==> config.mk <==
export PLATFORM = sky130hd
export DESIGN_NAME = rr_operand_stage_flat
export DESIGN_NICKNAME = d
export VERILOG_FILES = /design/src/rtl/rr_operand_stage_if.sv /design/src/rtl/rr_operand_stage.sv /design/src/flat_wrapper.sv
export SDC_FILE = /design/constraint.sdc
export NUM_CORES = 1
export LEC_CHECK = 0
export ABC_AREA = 1
export CORE_ASPECT_RATIO = 1.75
export CORE_MARGIN = 4
export CORE_UTILIZATION = 38
export DETAILED_ROUTE_END_ITERATION = 10
export GPL_TIMING_DRIVEN = 1
export PLACE_DENSITY = 0.78
export SKIP_LAST_GASP = 1
export SYNTH_ARGS = -nofsm -noshare
export SYNTH_HDL_FRONTEND = slang
export SYNTH_SLANG_ARGS = --single-unit
==> constraint.sdc <==
create_clock -name clk -period 1.6 [get_ports clk]
set_clock_uncertainty 0.05 [all_clocks]
set_input_delay 0.32 -clock clk [delete_from_list [all_inputs] [get_ports clk]]
set_output_delay 0.32 -clock clk [all_outputs]
set_load 0.02 [all_outputs]
==> src/rtl/rr_operand_stage_if.sv <==
// Decode/register-file/forwarding/execute bundle for the register-read stage.
// The stage connects through the slave modport; the driving environment uses master.
interface rr_operand_stage_if #(
  parameter int unsigned DW = 16,
  parameter int unsigned AW = 3
);
  logic          valid_in;
  logic [AW-1:0] rs_a;
  logic [AW-1:0] rs_b;
  logic          use_a;
  logic          use_b;
  logic [AW-1:0] rd_in;
  logic          wr_in;
  logic          ld_in;
  logic [3:0]    op_in;
  logic [DW-1:0] imm_in;
  logic [DW-1:0] pc_in;
  logic [AW-1:0] A1;
  logic [AW-1:0] A2;
  logic [DW-1:0] d_out1;
  logic [DW-1:0] d_out2;
  logic [AW-1:0] ex_rd;
  logic          ex_wr;
  logic          ex_ld;
  logic [DW-1:0] ex_res;
  logic [AW-1:0] mem_rd;
  logic          mem_wr;
  logic [DW-1:0] mem_res;
  logic [AW-1:0] wb_rd;
  logic          wb_wr;
  logic [DW-1:0] wb_data;
  logic          ex_stall;
  logic          flush;
  logic          stall_out;
  logic          valid_out;
  logic [DW-1:0] opa_out;
  logic [DW-1:0] opb_out;
  logic [AW-1:0] rd_out;
  logic          wr_out;
  logic          ld_out;
  logic [3:0]    op_out;
  logic [DW-1:0] imm_out;
  logic [DW-1:0] pc_out;

  modport slave (
    input  valid_in, rs_a, rs_b, use_a, use_b, rd_in, wr_in, ld_in, op_in, imm_in, pc_in,
    input  d_out1, d_out2,
    input  ex_rd, ex_wr, ex_ld, ex_res, mem_rd, mem_wr, mem_res, wb_rd, wb_wr, wb_data,
    input  ex_stall, flush,
    output A1, A2, stall_out, valid_out, opa_out, opb_out,
    output rd_out, wr_out, ld_out, op_out, imm_out, pc_out
  );

  modport master (
    output valid_in, rs_a, rs_b, use_a, use_b, rd_in, wr_in, ld_in, op_in, imm_in, pc_in,
    output d_out1, d_out2,
    output ex_rd, ex_wr, ex_ld, ex_res, mem_rd, mem_wr, mem_res, wb_rd, wb_wr, wb_data,
    output ex_stall, flush,
    input  A1, A2, stall_out, valid_out, opa_out, opb_out,
    input  rd_out, wr_out, ld_out, op_out, imm_out, pc_out
  );
endinterface

==> src/rtl/rr_operand_stage.sv <==
// Register-read stage: operand forwarding, load-use interlock and the RR/EX register.
// Define RR_WB_FWD_EN to add the write-back forwarding tier.
module rr_operand_stage #(
  parameter int unsigned DW = 16,
  parameter int unsigned AW = 3
) (
  input  logic              clk,
  input  logic              rst,
  rr_operand_stage_if.slave bus
);
  localparam logic [AW-1:0] PC_REG = AW'(7);

  logic          valid_q, valid_d;
  logic [DW-1:0] opa_q, opa_d, opb_q, opb_d;
  logic [AW-1:0] rd_q, rd_d;
  logic          wr_q, wr_d, ld_q, ld_d;
  logic [3:0]    op_q, op_d;
  logic [DW-1:0] imm_q, imm_d, pc_q, pc_d;
  logic [DW-1:0] opa_c, opb_c;
  logic          load_use_c;

  assign bus.A1 = bus.rs_a;
  assign bus.A2 = bus.rs_b;

`ifndef RR_WB_FWD_EN
  logic wb_unused;
  assign wb_unused = ^{bus.wb_rd, bus.wb_wr, bus.wb_data};
`endif

  // Operand A: PC, then EX (non-load), MEM, optionally WB, then register file
  always_comb begin
    opa_c = bus.d_out1;
    if (bus.rs_a == PC_REG)                                        opa_c = bus.pc_in;
    else if (bus.ex_wr && !bus.ex_ld && (bus.ex_rd == bus.rs_a))   opa_c = bus.ex_res;
    else if (bus.mem_wr && (bus.mem_rd == bus.rs_a))               opa_c = bus.mem_res;
`ifdef RR_WB_FWD_EN
    else if (bus.wb_wr && (bus.wb_rd == bus.rs_a))                 opa_c = bus.wb_data;
`endif
  end

  // Operand B: same priority chain
  always_comb begin
    opb_c = bus.d_out2;
    if (bus.rs_b == PC_REG)                                        opb_c = bus.pc_in;
    else if (bus.ex_wr && !bus.ex_ld && (bus.ex_rd == bus.rs_b))   opb_c = bus.ex_res;
    else if (bus.mem_wr && (bus.mem_rd == bus.rs_b))               opb_c = bus.mem_res;
`ifdef RR_WB_FWD_EN
    else if (bus.wb_wr && (bus.wb_rd == bus.rs_b))                 opb_c = bus.wb_data;
`endif
  end

  assign load_use_c = bus.valid_in & bus.ex_wr & bus.ex_ld &
                      ((bus.use_a & (bus.ex_rd == bus.rs_a) & (bus.rs_a != PC_REG)) |
                       (bus.use_b & (bus.ex_rd == bus.rs_b) & (bus.rs_b != PC_REG)));

  // Reset forces the decode-side stall low so decode is not held across reset
  assign bus.stall_out = ~rst & ~bus.flush & (bus.ex_stall | load_use_c);

  // Next-state: flush squashes, ex_stall holds, load-use bubbles, else capture
  always_comb begin
    valid_d = valid_q;
    opa_d   = opa_q;
    opb_d   = opb_q;
    rd_d    = rd_q;
    wr_d    = wr_q;
    ld_d    = ld_q;
    op_d    = op_q;
    imm_d   = imm_q;
    pc_d    = pc_q;
    if (bus.flush) begin
      valid_d = 1'b0;
    end else if (bus.ex_stall) begin
      valid_d = valid_q;
    end else if (load_use_c) begin
      valid_d = 1'b0;
    end else begin
      valid_d = bus.valid_in;
      opa_d   = opa_c;
      opb_d   = opb_c;
      rd_d    = bus.rd_in;
      wr_d    = bus.wr_in;
      ld_d    = bus.ld_in;
      op_d    = bus.op_in;
      imm_d   = bus.imm_in;
      pc_d    = bus.pc_in;
    end
  end

  always_ff @(posedge clk) begin
    if (rst) begin
      valid_q <= 1'b0;
      opa_q   <= '0;
      opb_q   <= '0;
      rd_q    <= '0;
      wr_q    <= 1'b0;
      ld_q    <= 1'b0;
      op_q    <= '0;
      imm_q   <= '0;
      pc_q    <= '0;
    end else begin
      valid_q <= valid_d;
      opa_q   <= opa_d;
      opb_q   <= opb_d;
      rd_q    <= rd_d;
      wr_q    <= wr_d;
      ld_q    <= ld_d;
      op_q    <= op_d;
      imm_q   <= imm_d;
      pc_q    <= pc_d;
    end
  end

  assign bus.valid_out = valid_q;
  assign bus.opa_out   = opa_q;
  assign bus.opb_out   = opb_q;
  assign bus.rd_out    = rd_q;
  assign bus.wr_out    = wr_q;
  assign bus.ld_out    = ld_q;
  assign bus.op_out    = op_q;
  assign bus.imm_out   = imm_q;
  assign bus.pc_out    = pc_q;
endmodule

==> src/flat_wrapper.sv <==
// flat-port wrapper written by rule: the top's interface ports become plain ports
module rr_operand_stage_flat 
#(
  parameter int unsigned DW = 16,
  parameter int unsigned AW = 3
)
  (clk, rst, bus_valid_in, bus_rs_a, bus_rs_b, bus_use_a, bus_use_b, bus_rd_in, bus_wr_in, bus_ld_in, bus_op_in, bus_imm_in, bus_pc_in, bus_d_out1, bus_d_out2, bus_ex_rd, bus_ex_wr, bus_ex_ld, bus_ex_res, bus_mem_rd, bus_mem_wr, bus_mem_res, bus_wb_rd, bus_wb_wr, bus_wb_data, bus_ex_stall, bus_flush, bus_A1, bus_A2, bus_stall_out, bus_valid_out, bus_opa_out, bus_opb_out, bus_rd_out, bus_wr_out, bus_ld_out, bus_op_out, bus_imm_out, bus_pc_out);
  rr_operand_stage_if #(.DW(DW), .AW(AW)) bus_i ();
  input  logic clk;
  input  logic rst;
  input wire logic [$bits(bus_i.valid_in)-1:0] bus_valid_in;
  input wire logic [$bits(bus_i.rs_a)-1:0] bus_rs_a;
  input wire logic [$bits(bus_i.rs_b)-1:0] bus_rs_b;
  input wire logic [$bits(bus_i.use_a)-1:0] bus_use_a;
  input wire logic [$bits(bus_i.use_b)-1:0] bus_use_b;
  input wire logic [$bits(bus_i.rd_in)-1:0] bus_rd_in;
  input wire logic [$bits(bus_i.wr_in)-1:0] bus_wr_in;
  input wire logic [$bits(bus_i.ld_in)-1:0] bus_ld_in;
  input wire logic [$bits(bus_i.op_in)-1:0] bus_op_in;
  input wire logic [$bits(bus_i.imm_in)-1:0] bus_imm_in;
  input wire logic [$bits(bus_i.pc_in)-1:0] bus_pc_in;
  input wire logic [$bits(bus_i.d_out1)-1:0] bus_d_out1;
  input wire logic [$bits(bus_i.d_out2)-1:0] bus_d_out2;
  input wire logic [$bits(bus_i.ex_rd)-1:0] bus_ex_rd;
  input wire logic [$bits(bus_i.ex_wr)-1:0] bus_ex_wr;
  input wire logic [$bits(bus_i.ex_ld)-1:0] bus_ex_ld;
  input wire logic [$bits(bus_i.ex_res)-1:0] bus_ex_res;
  input wire logic [$bits(bus_i.mem_rd)-1:0] bus_mem_rd;
  input wire logic [$bits(bus_i.mem_wr)-1:0] bus_mem_wr;
  input wire logic [$bits(bus_i.mem_res)-1:0] bus_mem_res;
  input wire logic [$bits(bus_i.wb_rd)-1:0] bus_wb_rd;
  input wire logic [$bits(bus_i.wb_wr)-1:0] bus_wb_wr;
  input wire logic [$bits(bus_i.wb_data)-1:0] bus_wb_data;
  input wire logic [$bits(bus_i.ex_stall)-1:0] bus_ex_stall;
  input wire logic [$bits(bus_i.flush)-1:0] bus_flush;
  output wire logic [$bits(bus_i.A1)-1:0] bus_A1;
  output wire logic [$bits(bus_i.A2)-1:0] bus_A2;
  output wire logic [$bits(bus_i.stall_out)-1:0] bus_stall_out;
  output wire logic [$bits(bus_i.valid_out)-1:0] bus_valid_out;
  output wire logic [$bits(bus_i.opa_out)-1:0] bus_opa_out;
  output wire logic [$bits(bus_i.opb_out)-1:0] bus_opb_out;
  output wire logic [$bits(bus_i.rd_out)-1:0] bus_rd_out;
  output wire logic [$bits(bus_i.wr_out)-1:0] bus_wr_out;
  output wire logic [$bits(bus_i.ld_out)-1:0] bus_ld_out;
  output wire logic [$bits(bus_i.op_out)-1:0] bus_op_out;
  output wire logic [$bits(bus_i.imm_out)-1:0] bus_imm_out;
  output wire logic [$bits(bus_i.pc_out)-1:0] bus_pc_out;
  assign bus_i.valid_in = bus_valid_in;
  assign bus_i.rs_a = bus_rs_a;
  assign bus_i.rs_b = bus_rs_b;
  assign bus_i.use_a = bus_use_a;
  assign bus_i.use_b = bus_use_b;
  assign bus_i.rd_in = bus_rd_in;
  assign bus_i.wr_in = bus_wr_in;
  assign bus_i.ld_in = bus_ld_in;
  assign bus_i.op_in = bus_op_in;
  assign bus_i.imm_in = bus_imm_in;
  assign bus_i.pc_in = bus_pc_in;
  assign bus_i.d_out1 = bus_d_out1;
  assign bus_i.d_out2 = bus_d_out2;
  assign bus_i.ex_rd = bus_ex_rd;
  assign bus_i.ex_wr = bus_ex_wr;
  assign bus_i.ex_ld = bus_ex_ld;
  assign bus_i.ex_res = bus_ex_res;
  assign bus_i.mem_rd = bus_mem_rd;
  assign bus_i.mem_wr = bus_mem_wr;
  assign bus_i.mem_res = bus_mem_res;
  assign bus_i.wb_rd = bus_wb_rd;
  assign bus_i.wb_wr = bus_wb_wr;
  assign bus_i.wb_data = bus_wb_data;
  assign bus_i.ex_stall = bus_ex_stall;
  assign bus_i.flush = bus_flush;
  assign bus_A1 = bus_i.A1;
  assign bus_A2 = bus_i.A2;
  assign bus_stall_out = bus_i.stall_out;
  assign bus_valid_out = bus_i.valid_out;
  assign bus_opa_out = bus_i.opa_out;
  assign bus_opb_out = bus_i.opb_out;
  assign bus_rd_out = bus_i.rd_out;
  assign bus_wr_out = bus_i.wr_out;
  assign bus_ld_out = bus_i.ld_out;
  assign bus_op_out = bus_i.op_out;
  assign bus_imm_out = bus_i.imm_out;
  assign bus_pc_out = bus_i.pc_out;
  rr_operand_stage #(.DW(DW), .AW(AW)) u_core (.clk(clk), .rst(rst), .bus(bus_i));
endmodule
# Yosys cells after proc, flatten, opt, wreduce, memory -nomap -nowiden
# Cells that the tools add are included.
[classes]
eq_ne = 8
n_mux = 7
n_bitwise = 15
n_reduce_logical = 8
[ops]
columns = ["operator", "n"]
rows = [
  ["$mux 16", 6],
  ["$eq 3x3->1", 4],
  ["$and 1x1->1", 9],
  ["$eq 3x3->1 const B", 2],
  ["$ne 3x3->1 const B", 2],
  ["$logic_and 1x1->1", 5],
  ["$not 1->1", 4],
  ["$reduce_and 3->1", 1],
  ["$or 1x1->1", 2],
  ["$reduce_or 2->1", 1],
  ["$logic_not 1->1", 1],
  ["$mux 1", 1],
]
[word_totals]
register_bits = 74
in_bits = 147
out_inout_bits = 81
wordCells = 47

# Depth between registers and ports, before layout
[depth]
ltp_word = 7
mapped_depth = 13
ltp_nobuf = 11

# Least setup slack after synthesis
# Ideal clock, no wire load.
[synth_path]
kind = "input to output"
from = "input port bus_ex_rd[2]"
to = "output port bus_stall_out"
arrival_ns = 1.451
required_time_ns = 1.230
setup_slack_ns = -0.221
path_stages = 9
path_cell_list = "inv_1 > nand2_1 > nand2_1 > nor2_4 > nand3_1 > nand2_1 > nand2_2 > buf_2 > a21oi_1"
[synth_between]
elab_chain_len = 7
[synth_lines]
columns = ["element", "line", "source"]
rows = [
  ["start: declaration", "flat_wrapper.sv:24", "input wire logic [$bits(bus_i.ex_rd)-1:0] bus_ex_rd;"],
  ["$eq 3x3->1 (on tied branches)", "rr_operand_stage.sv:53, rr_operand_stage.sv:54", ""],
  ["$and 1x1->1 (on tied branches) (2 in series)", "rr_operand_stage.sv:53, rr_operand_stage.sv:54", ""],
  ["$or 1x1->1 (*)", "rr_operand_stage.sv:53", "((bus.use_a & (bus.ex_rd == bus.rs_a) & (bus.rs_a != PC_REG)) |"],
  ["$and 1x1->1 (*)", "rr_operand_stage.sv:52", "assign load_use_c = bus.valid_in & bus.ex_wr & bus.ex_ld &"],
  ["$or 1x1->1 (*)", "rr_operand_stage.sv:57", "assign bus.stall_out = ~rst & ~bus.flush & (bus.ex_stall | load_use_c);"],
  ["$and 1x1->1 (*)", "rr_operand_stage.sv:57", ""],
  ["end: declaration", "flat_wrapper.sv:38", "output wire logic [$bits(bus_i.stall_out)-1:0] bus_stall_out;"],
]
# Every way passes the cells marked *; elsewhere a longest branch is shown, timed or not.

# Worst setup path after layout
[layout_path]
from = "input port bus_rs_a[0]"
to = "register u_core.imm_q[1], in the netlist u_core.bus.imm_out[1]"
[layout_between]
elab_chain_len = 7
[layout_lines]
columns = ["element", "line", "source"]
rows = [
  ["start: declaration", "flat_wrapper.sv:12", "input wire logic [$bits(bus_i.rs_a)-1:0] bus_rs_a;"],
  ["$eq 3x3->1", "rr_operand_stage.sv:53", ""],
  ["$and 1x1->1", "rr_operand_stage.sv:53", ""],
  ["$and 1x1->1 (*)", "rr_operand_stage.sv:53", ""],
  ["$or 1x1->1 (*)", "rr_operand_stage.sv:53", ""],
  ["$and 1x1->1 (*)", "rr_operand_stage.sv:52", ""],
  ["$not 1->1 (no source line) (*)", "n/a", ""],
  ["$reduce_and 3->1 (no source line) (*)", "n/a", ""],
  ["end signal: assignment", "rr_operand_stage.sv:108", "imm_q <= imm_d;"],
  ["end: declaration", "rr_operand_stage.sv:18", "logic [DW-1:0] imm_q, imm_d, pc_q, pc_d;"],
]
# Marked as above.
# A chain may end at the register's enable or synchronous reset.

==> reports/metrics.cfg <==
[logic_synthesis]
synthXorXnorAreaFrac_pct=0.682
synth_common_cells=nand2_1, nor2_1, inv_1
avgSynthCellArea_um2=5.64
yosysTopAreaCell=dfxtp_1
synth_top_family_by_area=simple AND/OR/NAND/NOR gates
post-synth-top-count-cell=nand2_1
yosys_warnings=0
synthTopCellsByArea=dfxtp_1, nand2_1, nor2_1
ys_ff_latch=74
synthFlopType=dfxtp_1
syn_inst=845
synth-edff-count=0
synthArstFlopShare_pct=0
synth.area.mux_share_pct=0
ys_seq_area_share_pct=31.1
synth_top_area_share_pct=31.1
syn_area_um2=4770
synthSimpleGateAreaFrac_pct=53.5
ys_types=19
synth.net_count=992
synth_compound_area_share_pct=0.210
synthAdderAreaFrac_pct=0

[timing]
tightestPinTransition_ns=0.576
clock.fmax_mhz=611
setup_viol=2
rsz0062_at_grt=true
period_needed_ns=1.64
layout_setup_ws_ns=-0.0375
finalCritPeriodShare_pct=102
drv_slew=0
hold_viol=0
slew_headroom_pct=61.6
holdWs_ns=0.278

[clocking]
cts_tree=built
clock_latency_ns=0.33
cts_max_level=3
cts_made_buffers=9
clk_pin_slew_ns=0.06
cts_sinks=74
cts-root-buf=clkbuf_16
clockBufferDepth=2

[finish]
antennaDiodeCount=0
syn_to_final_growth_pct=73.6
num-fill-cells=1042
drive_above_1_share_pct=17.5
fin_nets=1223

[floorplan]
core-area_um2=12100
dieArea_um2=14500
dieWidth_um=92.7
initial_core_util_pct=39.3
fp-row-count=53
die_h_um=156
ios=228

[placement]
hpwl_mm=12.9
io_buffers=207
place_congestion=0.915
place_ws_ns=-1.04

[grt]
grt_pass1_wl_mm=29.1
grt_pass1_vias=5888
grt_usage_pct=25.1
antenna_found_initial=0
grt_max_degree=74
gr-total-overflow=0

[critical_path]
worst_setup_path_end_kind=flip-flop
startpoint_type=primary input
crit_fanout=5
crit_type=in -> reg
worstPathArrival_ns=1.81
cp.required_ns=1.77

[route]
detail-route-antenna-nets=0
routedWlPerCell_um=15.4
viasPerCell=4.91
drt_iter0_drc=487
vias=6116
drt_wl_total_mm=19.2
route.detailed.drc=0
dr.pass1.iters=5

[outcome]
status=finished, violations left
violations=negative setup slack

[worst_hold_path]
min-delay-path-class=in -> reg

[power_and_ir_drop]
leakage_uw=0.00428
ir_drop_mv=0.473
power_uw=6010
powerDensity_nw_per_um2=726

[job]
drv_cap=0

## sequential cells by signal, indices dropped and copies added, names as in the netlist
| signal | cells |
|---|---|
| u_core.bus.wr_out | 1 |
| u_core.bus.valid_out | 1 |
| u_core.bus.opb_out | 16 |
| u_core.bus.opa_out | 16 |
| u_core.bus.pc_out | 16 |
| u_core.bus.ld_out | 1 |
| u_core.bus.imm_out | 16 |
| u_core.bus.op_out | 4 |
| u_core.bus.rd_out | 3 |
## logic make-up after synthesis
kind of cell / Yosys count
compound gates: 2
buf+inv: 164
flops: 74
xor+xnor: 2
simple gates: 603
## worst paths after layout
| check | start | to | slack [ns] | depth (start not counted) |
|---|---|---|---|---|
| worst max-delay path | bus_rs_a[0] | u_core.bus.imm_out[1]$_SDFFE_PP0P_ | -0.04 | 16 |
| worst min-delay path | bus_ex_stall | u_core.bus.valid_out$_SDFFE_PP0N_ | 0.28 | 3 |
| worst max register to register | u_core.bus.imm_out[1]$_SDFFE_PP0P_ | u_core.bus.imm_out[1]$_SDFFE_PP0P_ | 0.79 | 4 |
| worst min register to register | u_core.bus.valid_out$_SDFFE_PP0N_ | u_core.bus.valid_out$_SDFFE_PP0N_ | 0.40 | 2 |
## cells in the final DEF, fill, tap and decap left out, types with 6 or more instances in the layout
master,instances
nand2_1,239
nor2_1,156
clkdlybuf4s50_1,112
inv_1,97
dlygate4sd2_1,83
dfxtp_1,74
nand3_1,64
nand4_1,64
buf_4,38
nand2_2,29
nor2_4,16
nor2_2,16
buf_6,14
clkbuf_16,13
nand2_4,11
buf_12,10
buf_16,8
inv_2,7
nand3_2,6
## final cells by class
class | count | area (um^2) | share of cell area [%]
tap | 165 | 206 | 2.49
clock inverter | 7 | 70.1 | 0.846
inverter | 108 | 423 | 5.11
multi-input combinational | 607 | 2960 | 35.8
timing repair buffer | 276 | 2910 | 35.2
sequential | 74 | 1480 | 17.9
clock buffer | 9 | 225 | 2.72
## routing by layer
layer / global-route usage, % / part of all wire, % / up-vias / wire, um
met1: 25.7 / 35 / 2707 / 6790
met5: 0 / 0 / - / 0
li1: - / - / 3067 / -
met2: 48.0 / 54 / 291 / 10300
met3: 4.78 / 6.8 / 51 / 1310
met4: 12.2 / 4.3 / 0 / 819
## worst max-delay path, stage by stage
cell and delay, ns:
buf_6 0.10, buf_6 0.12, inv_8 0.04, nand2_4 0.04, nand2_4 0.06, nor2_4 0.03
nand3_2 0.07, nand2_2 0.07, nand2_4 0.11, buf_12 0.11, nand3_4 0.09, buf_12 0.15
buf_8 0.14, clkbuf_16 0.16, nor2_1 0.12, nor2_1 0.08
## timing repair
| action | CTS | global route |
|---|---|---|
| setup endpoints to repair | 155 | 74 |
| setup buffers | 10 | 4 |
| resized for setup | 165 | 106 |
| pin swaps | 20 | 48 |
| gates cloned | 11 | 4 |
| hold buffers | 0 | 0 |
## power by group
group	switching [uW]	internal, uW
registers	59.4	1980
logic	1060	907
clock network	812	1200
## metrics by stage
stage	util (%)	area, um^2	setup TNS, ns	std cells
after floorplan	-	4840	-0.0226	845
after global routing	68.2	8280	-1.11	1246
after CTS	65.1	7900	-0.0427	1241
after global placement	59.6	7230	-71.84	1206
final	68.2	8280	-0.0594	1246
after detailed placement	59.6	7230	-73.57	1206
Power figures use the tool's default switching activity.
==> edit (config.mk and constraints unchanged) <==
Build with the macro `RR_WB_FWD_EN` defined.
--- a/src/rtl/rr_operand_stage.sv
+++ b/src/rtl/rr_operand_stage.sv
@@ -2,2 +2,4 @@
 // Define RR_WB_FWD_EN to add the write-back forwarding tier.
+`define RR_WB_FWD_EN
+
 module rr_operand_stage #(
Formal check against the unedited RTL: not equivalent (a bounded check fails within 4 cycles, from zero or initial values and one cycle with rst high).
==> edit against the unedited design <==
The flow still finishes with violations (negative setup slack). Routed wire length is 29% higher. Total power is 6.9% higher. Design area is 14% higher. Largest power group is now the clock network. Sequential cell count stayed put. Count of clock-buffer cells in the layout stayed put. Synthesized area is 15% higher. Combinational power is 7% higher. Setup slack worse by 0.11 ns. Die area is 14% higher.
==> edit: results <==
power:
  ir_drop_mv: 0.7069
  leakagePower_nw: 4.792
  swShare_pct: 30.35
  p_per_area_mw_per_mm2: 678.3
  clkPwrFrac_pct: 36.1
  p_seq_mw: 2.00
min_path:
  hold_depth: 3
  worstHoldStart: "rst"
synthesis:
  avgSynthCellArea_um2: 6.030
  ys_top_cells_by_area: "dfxtp_1 27%, nand2_1 15%, nand4_1 8.6%"
  ys.warnings.count: 0
  synth_seq_area_share_pct: 27.03
  ys_types: 24
  synth_compound_area_share_pct: 11.57
  synth-async-reset-ratio_pct: 0
  ys_top_cells_by_count: "217 x nand2_1, 122 x inv_1, 103 x nor2_1"
  muxShareOfSynthArea_pct: 0
  synth_xor_area_share_pct: 0.3196
  syn_nets: 1056
grt:
  grt_max_degree: 74
  gr-usage-all-layers_pct: 28.50
  first_global_vias: 7247
  grt_pass1_wl_um: 37540
timing:
  setup_viol: 31
  setup_slack_ns: -0.1476
  final.setup.tns_ns: -1.539
  slew-limit-headroom_pct: 47.17
  fin_hold_ws_ns: 0.2489
critical_path:
  r2r_start: "u_core.bus.opb_out[12]$_SDFFE_PP0P_"
  crit_path_max_fanout: 7
  crit_arrival_ns: 1.88
  rr_endpoint: "u_core.bus.opb_out[12]$_SDFFE_PP0P_"
  r2r_slack_ns: 0.75
clocking:
  worst_skew_pair.late_latency_ns: 0.33
  clk_pin_slew_worst_paths_ns: 0.06
  cts_setup_buffers: 20
  ctsResizeCount: 215
  h-tree-depth: 3
  cts_buffer_depth: 2
  ctsRootBufferMaster: "clkbuf_16"
place:
  port_buffers: 227
  pre_cts_slack_ns: -1.016
  place_congestion: 0.9375
  placed_area_mm2: 0.008313
  dp_hpwl_um: 17350
routing:
  drt_iter0_drc: 432
  viasPerCell: 5.296
  drtPass1Iterations: 6
  wl_um: 24770
  avgRoutedWirePerCell_um: 18.17
cells_and_area:
  n_antenna_cell: 0
  final_nets: 1329
  drive_gt1_share_pct: 21.08
  n_fill_cell: 1189
run_status:
  status: "finished, violations left"
  violations: "negative setup slack"
## edit: cell types whose count changed after synthesis, moves of 14 or more
cell	unedited run	this run
nand2_1	278	217
nand2_2	1	15
nor2_1	183	103
o21bai_1	0	32
inv_1	103	122
a21oi_1	2	70
nand3_1	71	91
## edit: how the worst max path moves through the flow
stage / startpoint / to / slack, ns
3_3_place_gp: bus_rs_b[2] / bus_stall_out / -1.02
4_1_cts: bus_ex_rd[1] / bus_stall_out / -0.11
6_report: bus_ex_rd[1] / u_core.bus.opb_out[2]$_SDFFE_PP0P_ / -0.15
3_5_place_dp: bus_rs_b[2] / bus_stall_out / -1.02
5_1_grt: bus_ex_rd[1] / u_core.bus.opb_out[2]$_SDFFE_PP0P_ / -0.22
2_1_floorplan: bus_ex_rd[1] / bus_stall_out / 0.009
## edit: routing by layer
layer | vias up | part of all wire, % | GRT usage (%)
li1 | 3468 | - | -
met1 | 3300 | 34 | 27.81
met2 | 349 | 52 | 53.92
met3 | 101 | 6.2 | 4.186
met4 | 0 | 7.7 | 18.49
met5 | - | 0 | 0
## edit: final cells by class
type	count	area (um^2)	share of cell area [%]
Clock buffer	9	225.2	2.377
Clock inverter	6	115.1	1.215
Inverter	133	511.7	5.401
Multi-Input combinational cell	635	3397	35.85
Timing Repair Buffer	329	3523	37.18
Sequential cell	74	1481	15.63
Tap cell	177	221.5	2.337
## edit: worst max-delay path, stage by stage
cell     delay (ns)
buf_8          0.11
buf_6          0.11
nand2_2        0.05
nand2_2        0.07
nor2_4         0.11
nand3_2        0.08
nand2_2        0.08
nand2_4        0.07
buf_6          0.13
buf_6          0.12
buf_8          0.14
buf_12         0.13
nand4_1        0.08
nor2_1         0.06
nor2_1         0.14
nor2_1         0.07
